<file path="config.mk">
export PLATFORM = sky130hd
export DESIGN_NAME = combiner
export DESIGN_NICKNAME = d
export VERILOG_FILES = /design/src/rtl/combiner_pkg.sv /design/src/rtl/combiner_slot.sv /design/src/rtl/combiner.sv
export SDC_FILE = /design/constraint.sdc
export NUM_CORES = 1
export LEC_CHECK = 0
export BUFFER_PORTS_ARGS = -buffer_cell sky130_fd_sc_hd__buf_4
export CAP_MARGIN = 10
export CORE_MARGIN = 4
export CORE_UTILIZATION = 44
export CTS_CLUSTER_DIAMETER = 150
export DETAILED_ROUTE_END_ITERATION = 16
export GPL_TIMING_DRIVEN = 0
export PLACE_DENSITY = 0.7
export SLEW_MARGIN = 20
export SYNTH_ARGS = -nofsm -noshare
export SYNTH_HDL_FRONTEND = slang
export SYNTH_HIERARCHICAL = 1
export SYNTH_SLANG_ARGS = --single-unit
export TNS_END_PERCENT = 30
</file>
<file path="constraint.sdc">
create_clock -name iCLK -period 1.48 [get_ports iCLK]
set_clock_uncertainty 0.1 [all_clocks]
set_input_delay 0.074 -clock iCLK [delete_from_list [all_inputs] [get_ports iCLK]]
set_output_delay 0.074 -clock iCLK [all_outputs]
set_load 0.02 [all_outputs]
</file>
<file path="src/rtl/combiner_pkg.sv">
// ---------------------------------------------------------------------------
// combiner_pkg
// Shared constants and helpers for the two-stream join (combiner).
//   BURST_ON      : value of the BURST parameter that selects full throughput
//   fireCondition : decides when the two held beats move into the output stage
// ---------------------------------------------------------------------------
package combiner_pkg;

   localparam string BURST_ON = "yes";

   // A join fires only when both slots hold a beat and the output register is
   // either empty or being drained on this same edge.
   function automatic logic fireCondition(input logic full0,
                                          input logic full1,
                                          input logic outValid,
                                          input logic outReady);
      return full0 & full1 & (~outValid | outReady);
   endfunction

endpackage

</file>
<file path="src/rtl/combiner_slot.sv">
// ---------------------------------------------------------------------------
// combiner_slot
// One-entry holding register: a full flag plus a data word.
// Ports:
//   clock, reset : clock and asynchronous active-high reset
//   set          : capture dIn and mark the slot full
//   clear        : mark the slot empty (data keeps its last value)
//   dIn          : data to capture on set
//   full         : slot currently holds a beat
//   data         : held beat
// ---------------------------------------------------------------------------
module combiner_slot #(
   parameter int WIDTH = 4
) (
   input  logic             clock,
   input  logic             reset,
   input  logic             set,
   input  logic             clear,
   input  logic [WIDTH-1:0] dIn,
   output logic             full,
   output logic [WIDTH-1:0] data
);

   // Set has priority over clear so that a slot emptied and refilled on the
   // same edge stays full with the fresh beat. Data only moves on set, which
   // keeps it stable while a downstream consumer is stalled.
   always_ff @(posedge clock or posedge reset) begin
      if (reset) begin
         full <= 1'b0;
         data <= '0;
      end else begin
         if (set) begin
            full <= 1'b1;
            data <= dIn;
         end else if (clear) begin
            full <= 1'b0;
         end
      end
   end

endmodule

</file>
<file path="src/rtl/combiner.sv">
// ---------------------------------------------------------------------------
// combiner
// Joins one beat from each of two valid/ready streams into a single output
// beat {data0, data1}, stream 0 in the upper bits. Each input has a one-entry
// slot so beats may arrive in different cycles; a registered output stage
// follows the slots.
// Parameters:
//   WIDTH0, WIDTH1 : data widths of stream 0 and stream 1
//   BURST          : "yes" = one beat per cycle (ready depends on iReady_BM)
//                    otherwise = registered readies, one beat per two cycles
// Ports:
//   iCLK, iRST                          : clock, async active-high reset
//   iValid_AM0, oReady_AM0, iData_AM0   : input stream 0
//   iValid_AM1, oReady_AM1, iData_AM1   : input stream 1
//   oValid_BM, iReady_BM, oData_BM      : joined output stream
// ---------------------------------------------------------------------------
module combiner
   import combiner_pkg::*;
#(
   parameter int    WIDTH0 = 4,
   parameter int    WIDTH1 = 4,
   parameter string BURST  = "yes"
) (
   input  logic                     iCLK,
   input  logic                     iRST,
   input  logic                     iValid_AM0,
   output logic                     oReady_AM0,
   input  logic [WIDTH0-1:0]        iData_AM0,
   input  logic                     iValid_AM1,
   output logic                     oReady_AM1,
   input  logic [WIDTH1-1:0]        iData_AM1,
   output logic                     oValid_BM,
   input  logic                     iReady_BM,
   output logic [WIDTH0+WIDTH1-1:0] oData_BM
);

   logic              full0;
   logic              full1;
   logic [WIDTH0-1:0] data0;
   logic [WIDTH1-1:0] data1;
   logic              accept0;
   logic              accept1;
   logic              fire;
   logic              drain;

   // Handshake decode: a beat enters a slot on valid & ready, the pair moves
   // to the output register on fire, and the output empties when the consumer
   // takes it without a replacement arriving on the same edge.
   assign accept0 = iValid_AM0 & oReady_AM0;
   assign accept1 = iValid_AM1 & oReady_AM1;
   assign fire    = fireCondition(full0, full1, oValid_BM, iReady_BM);
   assign drain   = oValid_BM & iReady_BM;

   // Input slot for stream 0; cleared by fire unless refilled on that edge.
   combiner_slot #(.WIDTH(WIDTH0)) slot0 (
      .clock (iCLK),
      .reset (iRST),
      .set   (accept0),
      .clear (fire),
      .dIn   (iData_AM0),
      .full  (full0),
      .data  (data0)
   );

   // Input slot for stream 1; same behaviour as slot 0.
   combiner_slot #(.WIDTH(WIDTH1)) slot1 (
      .clock (iCLK),
      .reset (iRST),
      .set   (accept1),
      .clear (fire),
      .dIn   (iData_AM1),
      .full  (full1),
      .data  (data1)
   );

   // Output register: loads the joined pair on fire, and a fire on the same
   // edge as a drain wins so back-to-back beats keep oValid_BM high.
   combiner_slot #(.WIDTH(WIDTH0 + WIDTH1)) outStage (
      .clock (iCLK),
      .reset (iRST),
      .set   (fire),
      .clear (drain),
      .dIn   ({data0, data1}),
      .full  (oValid_BM),
      .data  (oData_BM)
   );

   // Ready generation. In burst mode a full slot may accept again on the edge
   // it is emptied by fire, which gives full throughput at the cost of a
   // combinational path from iReady_BM. Otherwise ready is the inverted flop,
   // so a slot only reopens the cycle after it empties.
   generate
      if (BURST == BURST_ON) begin : gBurst
         assign oReady_AM0 = ~full0 | fire;
         assign oReady_AM1 = ~full1 | fire;
      end else begin : gNoBurst
         assign oReady_AM0 = ~full0;
         assign oReady_AM1 = ~full1;
      end
   endgenerate

endmodule

</file>
== Word level (Yosys, flattened, before mapping) ==
Index checks and enable logic that the tools add are counted.

* Multiplexer cells: 5
* Bitwise operators: 11
* Reductions and logical operators: 3

{| class="wikitable"
|+ Operator list
! kind !! count
|-
| $reduce_bool 2->1 || 3
|-
| $and 1x1->1 || 5
|-
| $mux 1 || 5
|-
| $not 1->1 || 3
|-
| $or 1x1->1 || 3
|}

* Flip-flop bits (word level): 19
* Input bits: 13
* Output and inout bits: 11

== Depth between registers and ports, before layout ==
Gate-level depths: netlist (run 1).

* Word-level depth: 6
* Depth in mapped cells: 4
* Gate-level depth less buffers: 4

== Hierarchy ==
The synthesis (run 1) kept the hierarchy.

{| class="wikitable"
|+ By module, submodules not included
! module !! times used !! cells an instance !! area an instance (sq um) !! seq. area each (sq um)
|-
| combiner_slot at outStage || 1 || 21 || 372.9 || 225.2
|-
| combiner_slot at slot0 ... || 2 || 12 || 186.4 || 125.1
|-
| combiner || 1 || 11 || 73.8 || 0.0
|}

== Worst setup path before layout (run 1) ==
OpenSTA, ideal clock, no wires.

* Path type: reg-to-reg
* Start point: reg outStage.full
* End point: reg slot0.data[0]
* Arrival time: 1.297 ns
* Slack: -0.042 ns
* Stages on the path, launching flop included: 4
* Buffers on the path: 0
* Path through: dfrtp_1 -> nor2b_4 -> o2bb2ai_1 -> mux2_2

* Cells in the longest elaborated chain, start to end: 5

{| class="wikitable"
|+ RTL lines
! what !! line !! text
|-
| start: declaration || combiner_slot.sv:20 || <nowiki>output logic full,</nowiki>
|-
| start signal: assignment || combiner_slot.sv:29 || <nowiki>full <= 1'b0;</nowiki>
|-
| start signal: assignment || combiner_slot.sv:33 || <nowiki>full <= 1'b1;</nowiki>
|-
| start signal: assignment || combiner_slot.sv:36 || <nowiki>full <= 1'b0;</nowiki>
|-
| $not 1->1 || combiner_pkg.sv:17 || <nowiki>return full0 & full1 & (~outValid | outReady);</nowiki>
|-
| $or 1x1->1 || combiner_pkg.sv:17 ||
|-
| $and 1x1->1 || combiner_pkg.sv:17 ||
|-
| $or 1x1->1 || combiner.sv:94 || <nowiki>assign oReady_AM0 = ~full0 | fire;</nowiki>
|-
| $and 1x1->1 || combiner.sv:49 || <nowiki>assign accept0 = iValid_AM0 & oReady_AM0;</nowiki>
|-
| via accept0 || combiner.sv:41 || <nowiki>logic accept0;</nowiki>
|-
| end signal: assignment || combiner_slot.sv:34 || <nowiki>data <= dIn;</nowiki>
|-
| end: declaration || combiner_slot.sv:21 || <nowiki>output logic [WIDTH-1:0] data</nowiki>
|}

The timed path passes the listed nets, and every way through them passes these cells.
A chain may end at the register's enable or synchronous reset.

== Worst setup path in the final report (run 1) ==
* Start point: reg outStage.full
* End point: reg outStage.data[7]

* Cells in the longest elaborated chain, start to end: 3

{| class="wikitable"
|+ RTL lines
! what !! line !! text
|-
| $not 1->1 || combiner_pkg.sv:17 ||
|-
| $or 1x1->1 || combiner_pkg.sv:17 ||
|-
| $and 1x1->1 || combiner_pkg.sv:17 ||
|-
| via fire || combiner.sv:43 || <nowiki>logic fire;</nowiki>
|-
| end signal: assignment || combiner_slot.sv:34 ||
|-
| end: declaration || combiner_slot.sv:21 ||
|}

The timed path passes the listed nets, and every way through them passes these cells.

==> flow_summary.json, run 1 <==
{
  "crit_fanout": 5,
  "drc_errors": 0,
  "p_int_w": 0.00170,
  "setup_viol": 0,
  "cp_data_arrival_time_ns": 1.55,
  "syn-cell-area_um2": 820,
  "regArea_um2": 475,
  "hold_path.class": "primary input to register",
  "core-area_um2": 1750,
  "final-hold-violation-count": 0,
  "diodes": 0,
  "dp_cells": 104,
  "yosys.cell_types.count": 12,
  "instances_no_fill": 120,
  "multiInputGateArea_um2": 322,
  "crit_path_start_kind": "register",
  "die_y_um": 51.2,
  "grt_start_max_net_pins": 11,
  "via_per_inst": 4.62,
  "synth_nets": 69,
  "cts_tree": "done",
  "finalNetCount": 109,
  "clk_latency_ns": 0.29,
  "slew-limit-headroom_pct": 77.1,
  "use_met2_pct": 22.1,
  "ys_seq_area_share_pct": 58.0,
  "met3_usage_pct": 3.50,
  "grt_pass1_vias": 609,
  "start_util_pct": 47.0,
  "rsz0062_at_grt": "yes",
  "io_buffers": 23,
  "final.fill_count": 136,
  "hold_depth": 3,
  "cts.path.max_buffers": 2,
  "cts_num_sinks": 19,
  "crit_path_end_kind": "register",
  "crit_type": "register to register",
  "p_seq_share_pct": 36.7,
  "avgSynthCellArea_um2": 14.6,
  "period_minus_slack_ns": 1.47,
  "tightest_slew_ns": 0.343,
  "fmax_mhz": 681,
  "first_iter_violations": 2,
  "p_leak_nw": 0.577,
  "antenna_found_initial": 0,
  "cts_buffers": 3,
  "ys_warn_count": 6,
  "max_cap_violations": 0,
  "die-width_um": 51.2,
  "r2r_cells": 4,
  "ioPinCount": 24,
  "finalMaxSlewViolations": 0,
  "detail-route-antenna-nets": 0,
  "firstDrtPassIters": 2,
  "area_growth_pct": 44.1,
  "dpl_worst_slack_ns": -0.0963,
  "utilization_pct": 67.7,
  "syn_inst": 56,
  "vias": 554,
  "dieArea_um2": 2620,
  "overflow": 0,
  "routed_wl_um": 1540,
  "htreeDepth": 1,
  "ys_ff_latch": 19,
  "hpwlAfterDp_um": 1110,
  "fin_setup_tns_ns": 0,
  "wl_per_cell_um": 12.8,
  "post-route-period-util_pct": 99.3,
  "grt_pass1_wl_um": 2590,
  "ir_worst_vdd_v": 0.00149,
  "post_route_cells_drive_above_1_share_pct": 58.9,
  "cts.clk_slew.worst_paths_ns": 0.10,
  "p_clk_share_pct": 9.7,
  "fin_hold_ws_ns": 0.0738,
  "track_usage_pct": 13.6,
  "clockRootBuffer": "clkbuf_4",
  "gp_congestion": 0.677,
  "power_density_nw_per_um2": 2190,
  "rows": 15,
  "use_met1_pct": 17.1,
  "combPwrFrac_pct": 53.6,
  "p_sw_w": 0.000887,
  "busiest_layer": "met2",
  "required_ns": 1.56,
  "outcome": "finished clean",
  "swShare_pct": 34.3,
  "setup_ws_ns": 0.0107
}
cells by family (layout without fill, tap and decap cells):
logic type      count (synthesis)  in the layout  share of synthesized area, %
flops                          19             19                          58.0
mux                            16             16                          25.6
buf+inv                         9             48                          5.04
compound gates                  7              7                          6.57
simple gates                    5              5                          4.73
synth_stat cells (all sizes together):
cell type  count  share of area (%)
a21o           3                3.2
o2bb2ai        2                2.1
nand2          2               0.92
o21ai          2                1.2
mux2          16                 26
and2           1               0.92
nor3           1                1.2
buf            1                1.4
nor2b          1                1.7
dfrtp         19                 58
inv            8                3.7
area by class of cell:
class	instances	share of cell area, %
inverter	8	2.54
timing repair buffer	35	24.2
tap	25	2.65
buffer	1	0.953
multi-input combinational	28	27.2
clock buffer	4	2.22
sequential	19	40.3
cell usage in the layout, fill, tap and decap left out:
cell,netlist,routed
dlygate4sd3_1,0,9
inv_1,8,6
a21o_2,3,3
mux2_4,8,8
clkbuf_4,0,3
nor3_4,0,1
buf_4,0,26
nor2b_4,1,1
clkbuf_1,0,1
nand2_1,2,2
and2_2,1,1
o21ai_0,2,2
inv_2,0,2
o2bb2ai_2,0,2
buf_6,1,1
dfrtp_1,19,19
mux2_2,8,8
registers in the layout (all words and copies together), names as in the netlist:
signal and flops:
slot0/full 1, slot0/data 4, outStage/data 8, outStage/full 1, slot1/data 4, slot1/full 1
power by group through the flow:
stage	clock, W	combinational [W]	sequential [W]
finish	0.000250	0.00138	0.000949
global route	0.000292	0.00148	0.000991
CTS	0.000272	0.00133	0.000951
detailed placement	0	0.00127	0.000958
global placement	0	0.00124	0.000949
floorplan	0	0.000744	0.00108
worst max-delay path: stages, from the launching register on:
cell	delay, ns
dfrtp_1	0.41
nor2b_4	0.16
nor3_4	0.20
buf_4	0.20
mux2_4	0.30
final timing paths:
kind,startpoint,end,slack (ns)
max reg2reg,outStage/full,outStage/data[7],0.01
min,iValid_AM1,slot1/full,0.07
max,outStage/full,outStage/data[7],0.01
max in group asynchronous,iRST,outStage/full,0.81
min reg2reg,slot1/data[3],outStage/data[3],0.41
min in group asynchronous,iRST,slot1/full,0.16
repair_timing:
action / in CTS / in global routing
pin swaps: 0 / 1
resized for setup: 3 / 3
setup buffers: 0 / 2
hold endpoints to repair: 27 / 0
hold buffers: 9 / 0
endpoints found under the setup margin: 16 / 14
cloned: 0 / 1
metrics by stage:
stage | total power, W | instance area, um^2
after floorplan | 0.00183 | 820
after global placement | 0.00219 | 1020
after detailed placement | 0.00223 | 1020
after CTS | 0.00255 | 1160
after global routing | 0.00276 | 1180
final | 0.00258 | 1180
layer usage:
layer / wire, um / part of all wire (%)
met1: 690 / 45
met2: 775 / 50
met3: 59 / 3.8
met4: 14 / 0.91
met5: 0 / 0
Note: power is estimated with default switching activity, not from simulation.
==> inputs of run 2 (changes only) <==
--- a/config.mk
+++ b/config.mk
@@ -16,6 +16,5 @@
 export SLEW_MARGIN = 20
 export SYNTH_ARGS = -nofsm -noshare
 export SYNTH_HDL_FRONTEND = slang
-export SYNTH_HIERARCHICAL = 1
 export SYNTH_SLANG_ARGS = --single-unit
 export TNS_END_PERCENT = 30
==> constraint.sdc (replaced) <==
create_clock -name iCLK -period 1.48 [get_ports iCLK]
set_clock_uncertainty 0.1 [all_clocks]
set_input_delay 0.296 -clock iCLK [delete_from_list [all_inputs] [get_ports iCLK]]
set_output_delay 0.296 -clock iCLK [all_outputs]
set_load 0.02 [all_outputs]
==> run 2 against run 1 <==
  * The run now ends with negative setup slack left
  * Hold slack got worse by 0.073 ns
  * First-iteration DRC count increased by 100%
  * Die area decreased by 0.76%
  * Sequential power decreased by 15%
  * Final cell count decreased by 9.2%
  * Synthesized cell count decreased by 7.1%
  * Setup slack got worse by 0.095 ns
  * Critical endpoint is now oReady_AM1
  * Highest routed layer unchanged
==> flow_summary.json, run 2 <==
{
  "grt_pass1_vias": 577,
  "tightest_slew_ns": 0.692,
  "first_iter_violations": 4,
  "cts.clk_slew.worst_paths_ns": 0.11,
  "track_usage_pct": 12.7,
  "syn-cell-area_um2": 812,
  "fmax_mhz": 639,
  "grt_pass1_wl_um": 2500,
  "antenna_found_initial": 0,
  "finalNetCount": 98,
  "ys_warn_count": 0,
  "cp_slowest_cell": "dfrtp_1",
  "dpl_cell_area_um2": 1020,
  "synth_nets": 65,
  "area_growth_pct": 36.7,
  "async_reset_ff_share_pct": 100,
  "slowest_delay_ns": 0.41,
  "ir_worst_vdd_v": 0.000937,
  "period_minus_slack_ns": 1.56,
  "outcome": "finished with violations",
  "p_leak_nw": 0.538,
  "synthMostInstantiatedCell": "dfrtp_1",
  "rows": 15,
  "gp_congestion": 0.668,
  "final.fill_count": 142,
  "required_ns": 1.08,
  "finalPower_w": 0.00186,
  "crit_buf_inv": 1,
  "cp_num_cells": 3,
  "yosys.cell_types.count": 13,
  "rsz0062_at_grt": "yes",
  "crit_path_end_kind": "primary output",
  "crit_type": "register to primary output",
  "slew-limit-headroom_pct": 53.8,
  "setup_viol": 4,
  "wl_per_cell_um": 13.0,
  "reg2reg_from": "outStage.full",
  "largest_reg_flops": 8,
  "cp_top_family": "flip-flops",
  "vias": 510,
  "synthTopCellsByCount": "dfrtp_1 (19), mux2_2 (8), mux2_4 (8)",
  "power_density_nw_per_um2": 1670,
  "cp_data_arrival_time_ns": 1.17,
  "cts_num_sinks": 19,
  "detail-route-antenna-nets": 0,
  "rrSetupSlack_ns": -0.01,
  "cts_tree": "done",
  "synth_top_area_cell": "dfrtp_1",
  "clk_latency_ns": 0.29,
  "syn_inst": 52,
  "die_y_um": 51.0,
  "diodes": 0,
  "finalMaxSlewViolations": 0,
  "regMostFlops": "outStage.data",
  "reg.largest.list": "outStage.data: 8 flops, slot0.data: 4 flops, slot1.data: 4 flops",
  "io_buffers": 23,
  "final-hold-violation-count": 0,
  "firstDrtPassIters": 2,
  "ys_ff_latch": 19,
  "ioPinCount": 24,
  "path_cells": "and2b_4 > o21ai_4 > buf_6",
  "synth_ff_type": "dfrtp_1",
  "overflow": 0,
  "ys_seq_area_share_pct": 58.6,
  "crit_path_start_kind": "register",
  "final_cell_mix": "buf_4 (25), dfrtp_1 (18), mux2_4 (8), mux2_2 (8), nand2_1 (6)",
  "max_cap_violations": 0,
  "netlist_top_cells_area": "dfrtp_1 (59%), mux2_4 (15%), mux2_2 (11%)",
  "setup.worst_path.start": "outStage.full",
  "drc_errors": 0,
  "setup_ws_ns": -0.0846,
  "dieArea_um2": 2600,
  "cts_buffers": 3,
  "post_route_cells_drive_above_1_share_pct": 65.5,
  "post-route-period-util_pct": 106,
  "hold_path.class": "primary input to asynchronous set/reset pin",
  "htreeDepth": 1,
  "start_util_pct": 46.5,
  "via_per_inst": 4.68,
  "avgSynthCellArea_um2": 15.6,
  "crit_fanout": 3,
  "clockRootBuffer": "clkbuf_4",
  "final_common_cell": "buf_4",
  "synth_edf_count": 0,
  "die-width_um": 51.0,
  "violations": "negative setup slack",
  "r2r_cells": 4,
  "finalInstanceArea_um2": 1110,
  "cts.path.max_buffers": 2,
  "grt_start_max_net_pins": 20,
  "synth_top_area_share_pct": 58.6,
  "routed_wl_um": 1420,
  "core-area_um2": 1750
}
## run 2: changes by cell type in the layout (fill, tap and decap cells not counted), sizes merged, moves of 2 or more
| cell | change |
|---|---|
| inv | -5 |
| a21o | -2 |
| dlygate4sd3 | -9 |
| nand2 | +4 |
## run 2: kinds of logic (layout without fill, tap and decap cells)
kind of cell           Yosys count  in the layout  share of synthesized area [%]
AOI/OAI and AO/OA                4              4                           7.40
buffers and inverters            3             35                           1.39
DFF                             19             19                           58.6
muxes                           16             16                           25.9
and+or+nand+nor                 10             10                           6.78
## run 2: stage by stage
step	setup TNS (ns)	utilization [%]	worst slack, ns	cells	hold slack, ns
floorplan	0	-	0.0429	52	0.147
global placement	0	58.2	0.0670	100	0.346
detailed placement	0	58.2	0.0636	100	0.354
CTS	-0.166	63.2	-0.0853	108	0.0295
global route	-0.657	63.6	-0.137	109	0.0564
finish	-0.110	63.6	-0.0846	109	0.000818
## run 2: path summary, 6_finish.rpt
check                              endpoint
min                           slot0.data[2]
max                              oReady_AM1
max reg2reg                   slot0.data[3]
min reg2reg                outStage.data[4]
min in group iCLK                slot0.full
max in group asynchronous        slot1.full
## run 2: area by class of cell
| cell class | count | area, um^2 | area share [%] |
|---|---|---|---|
| Inverter | 3 | 11.3 | 1.01 |
| Clock inverter | 1 | 5.00 | 0.451 |
| Tap cell | 25 | 31.3 | 2.82 |
| Clock buffer | 3 | 22.5 | 2.03 |
| Multi-Input combinational cell | 30 | 342 | 30.8 |
| Timing Repair Buffer | 28 | 221 | 20.0 |
| Sequential cell | 19 | 477 | 43.0 |
## run 2: report_power, final
part,internal (W),switching [W]
Combinational,0.000444,0.000360
Sequential,0.000704,0.0000978
Clock,0.000100,0.000152
Total,0.00125,0.000610
## run 2: layer usage
| layer | GRT usage, % | wire length [um] | vias to the layer above | part of all wire (%) |
|---|---|---|---|---|
| li1 | - | - | 241 | - |
| met1 | 16.2 | 628 | 250 | 44 |
| met2 | 20.8 | 679 | 17 | 48 |
| met3 | 3.50 | 97 | 2 | 6.9 |
| met4 | 4.04 | 12 | 0 | 0.85 |
| met5 | 0 | 0 | - | 0 |
## run 2: repair_timing
action                     CTS  global route
hold buffers                 0             0
setup buffers                4             1
gates resized for setup      7             0
setup endpoints to repair    2            15
pin swaps                    5             0
cloned                       0             0
==> inputs of run 3 (changes only) <==
==> constraint.sdc (replaced) <==
create_clock -name iCLK -period 1.48 [get_ports iCLK]
set_clock_uncertainty 0.1 [all_clocks]
set_input_delay 0.148 -clock iCLK [delete_from_list [all_inputs] [get_ports iCLK]]
set_output_delay 0.148 -clock iCLK [all_outputs]
set_load 0.02 [all_outputs]
==> run 3 against run 2 <==
  * The run now ends clean
  * Combinational power is 1% lower
  * Highest routed layer unchanged
  * Utilization increased by 4.7 points
  * Register-to-register slack improved by 0.07 ns
  * Critical path depth did not move
  * Setup slack better by 0.11 ns
  * Wire length up 5.5%
  * First-iteration DRC count is 25% lower
  * Maximum frequency rose by 7.4%
  * Sequential cell count stayed put
==> flow_summary.json, run 3 (same netlist as run 2, synthesis figures left out) <==
{
  "slew-limit-headroom_pct": 53.9,
  "ioPinCount": 24,
  "routed_wl_um": 1490,
  "core-area_um2": 1750,
  "crit_buf_inv": 1,
  "diodes": 0,
  "tightest_slew_ns": 0.690,
  "power_density_nw_per_um2": 1560,
  "finalMaxSlewViolations": 0,
  "start_util_pct": 46.5,
  "cts.path.max_buffers": 2,
  "p_leak_nw": 0.563,
  "track_usage_pct": 13.1,
  "gp_congestion": 0.668,
  "required_ns": 1.23,
  "final_common_cell": "buf_4",
  "clockRootBuffer": "clkbuf_4",
  "io_buffers": 23,
  "hold_path.class": "primary input to register",
  "crit_path_end_kind": "primary output",
  "detail-route-antenna-nets": 0,
  "finalNetCount": 105,
  "cp_top_family": "flip-flops",
  "area_growth_pct": 46.7,
  "slowest_delay_ns": 0.41,
  "grt_pass1_vias": 582,
  "rows": 15,
  "via_per_inst": 4.57,
  "reg.largest.list": "outStage.data: 8 flops, slot0.data: 4 flops, slot1.data: 4 flops",
  "regMostFlops": "outStage.data",
  "dieArea_um2": 2600,
  "die-width_um": 51.0,
  "vias": 530,
  "final-hold-violation-count": 0,
  "finalPower_w": 0.00186,
  "drc_errors": 0,
  "utilization_pct": 68.2,
  "clk_latency_ns": 0.29,
  "first_iter_violations": 3,
  "fmax_mhz": 686,
  "ir_worst_vdd_v": 0.000950,
  "setup_viol": 0,
  "dp_cells": 100,
  "dpl_cell_area_um2": 1020,
  "largest_reg_flops": 8,
  "path_cells": "and2b_4 > o21ai_4 > buf_6",
  "antenna_found_initial": 0,
  "instances_no_fill": 116,
  "cts_buffers": 3,
  "grt_start_max_net_pins": 20,
  "die_y_um": 51.0,
  "final_cell_mix": "buf_4 (23), dfrtp_1 (17), dlygate4sd3_1 (11)",
  "crit_path_start_kind": "register",
  "outcome": "finished clean",
  "wl_per_cell_um": 12.9,
  "cp_slowest_cell": "dfrtp_1",
  "finalInstanceArea_um2": 1190,
  "firstDrtPassIters": 2,
  "fin_hold_ws_ns": 0.0916,
  "cts_num_sinks": 19,
  "post_route_cells_drive_above_1_share_pct": 57.1,
  "rsz0062_at_grt": "yes",
  "cts_tree": "done",
  "htreeDepth": 1,
  "period_minus_slack_ns": 1.46,
  "max_cap_violations": 0,
  "overflow": 0,
  "cp_data_arrival_time_ns": 1.21,
  "grt_pass1_wl_um": 2570,
  "crit_type": "register to primary output",
  "crit_fanout": 4,
  "post-route-period-util_pct": 98.5,
  "cts.clk_slew.worst_paths_ns": 0.11
}
==> run 3: changes by cell type in the layout (fill, tap and decap cells not counted), sizes merged <==
cell / before / now
buf: 28 / 24
dlygate4sd3: 0 / 11
==> run 3: metrics by stage <==
stage / worst slack [ns] / TNS (ns)
detailed placement: 0.0785 / 0
floorplan: 0.0665 / 0
finish: 0.0229 / 0
CTS: 0.000971 / 0
global route: -0.0394 / -0.0773
global placement: 0.103 / 0
==> run 3: worst paths after layout <==
| path | cells after the start | start | slack [ns] | to |
|---|---|---|---|---|
| max in group asynchronous | 3 | iRST | 0.38 | slot0.full |
| hold reg to reg | 1 | slot0.data[0] | 0.41 | outStage.data[4] |
| setup reg to reg | 3 | outStage.full | 0.06 | slot0.data[3] |
| min in group asynchronous | 3 | iRST | 0.41 | slot0.data[2] |
| setup / recovery | 3 | outStage.full | 0.02 | oReady_AM1 |
| hold / removal | 3 | iReady_BM | 0.09 | outStage.full |
==> run 3: final cells by class <==
type	count	area (um^2)
Sequential cell	19	478
Tap cell	25	31.3
Multi-Input combinational cell	30	349
Inverter	3	11.3
Fill cell	132	554
Clock buffer	3	22.5
Clock inverter	1	5.00
Timing Repair Buffer	35	294
==> run 3: power by group <==
part / leakage [nW] / switching (W) / internal [W]
sequential: 0.217 / 0.000105 / 0.000705
clock: 0.0177 / 0.000152 / 0.000100
combinational: 0.328 / 0.000356 / 0.000438
==> run 3: tightest hold or removal path: stages <==
cell	delay, ns
buf_4	0.08
nand2b_1	0.16
nand2_1	0.06
==> run 3: what timing repair did <==
item	in CTS	in global routing
hold buffers	11	0
endpoints found under the hold margin	29	0
cloned	0	0
gates resized for setup	2	5
setup buffers	0	1
setup endpoints to repair	2	2
==> run 3: layer usage <==
metal  share of wire [%]  global-route usage (%)
met5                   0                       0
met2                  49                    22.3
met4                0.80                    4.04
met3                 5.7                    3.50
met1                  45                    16.2
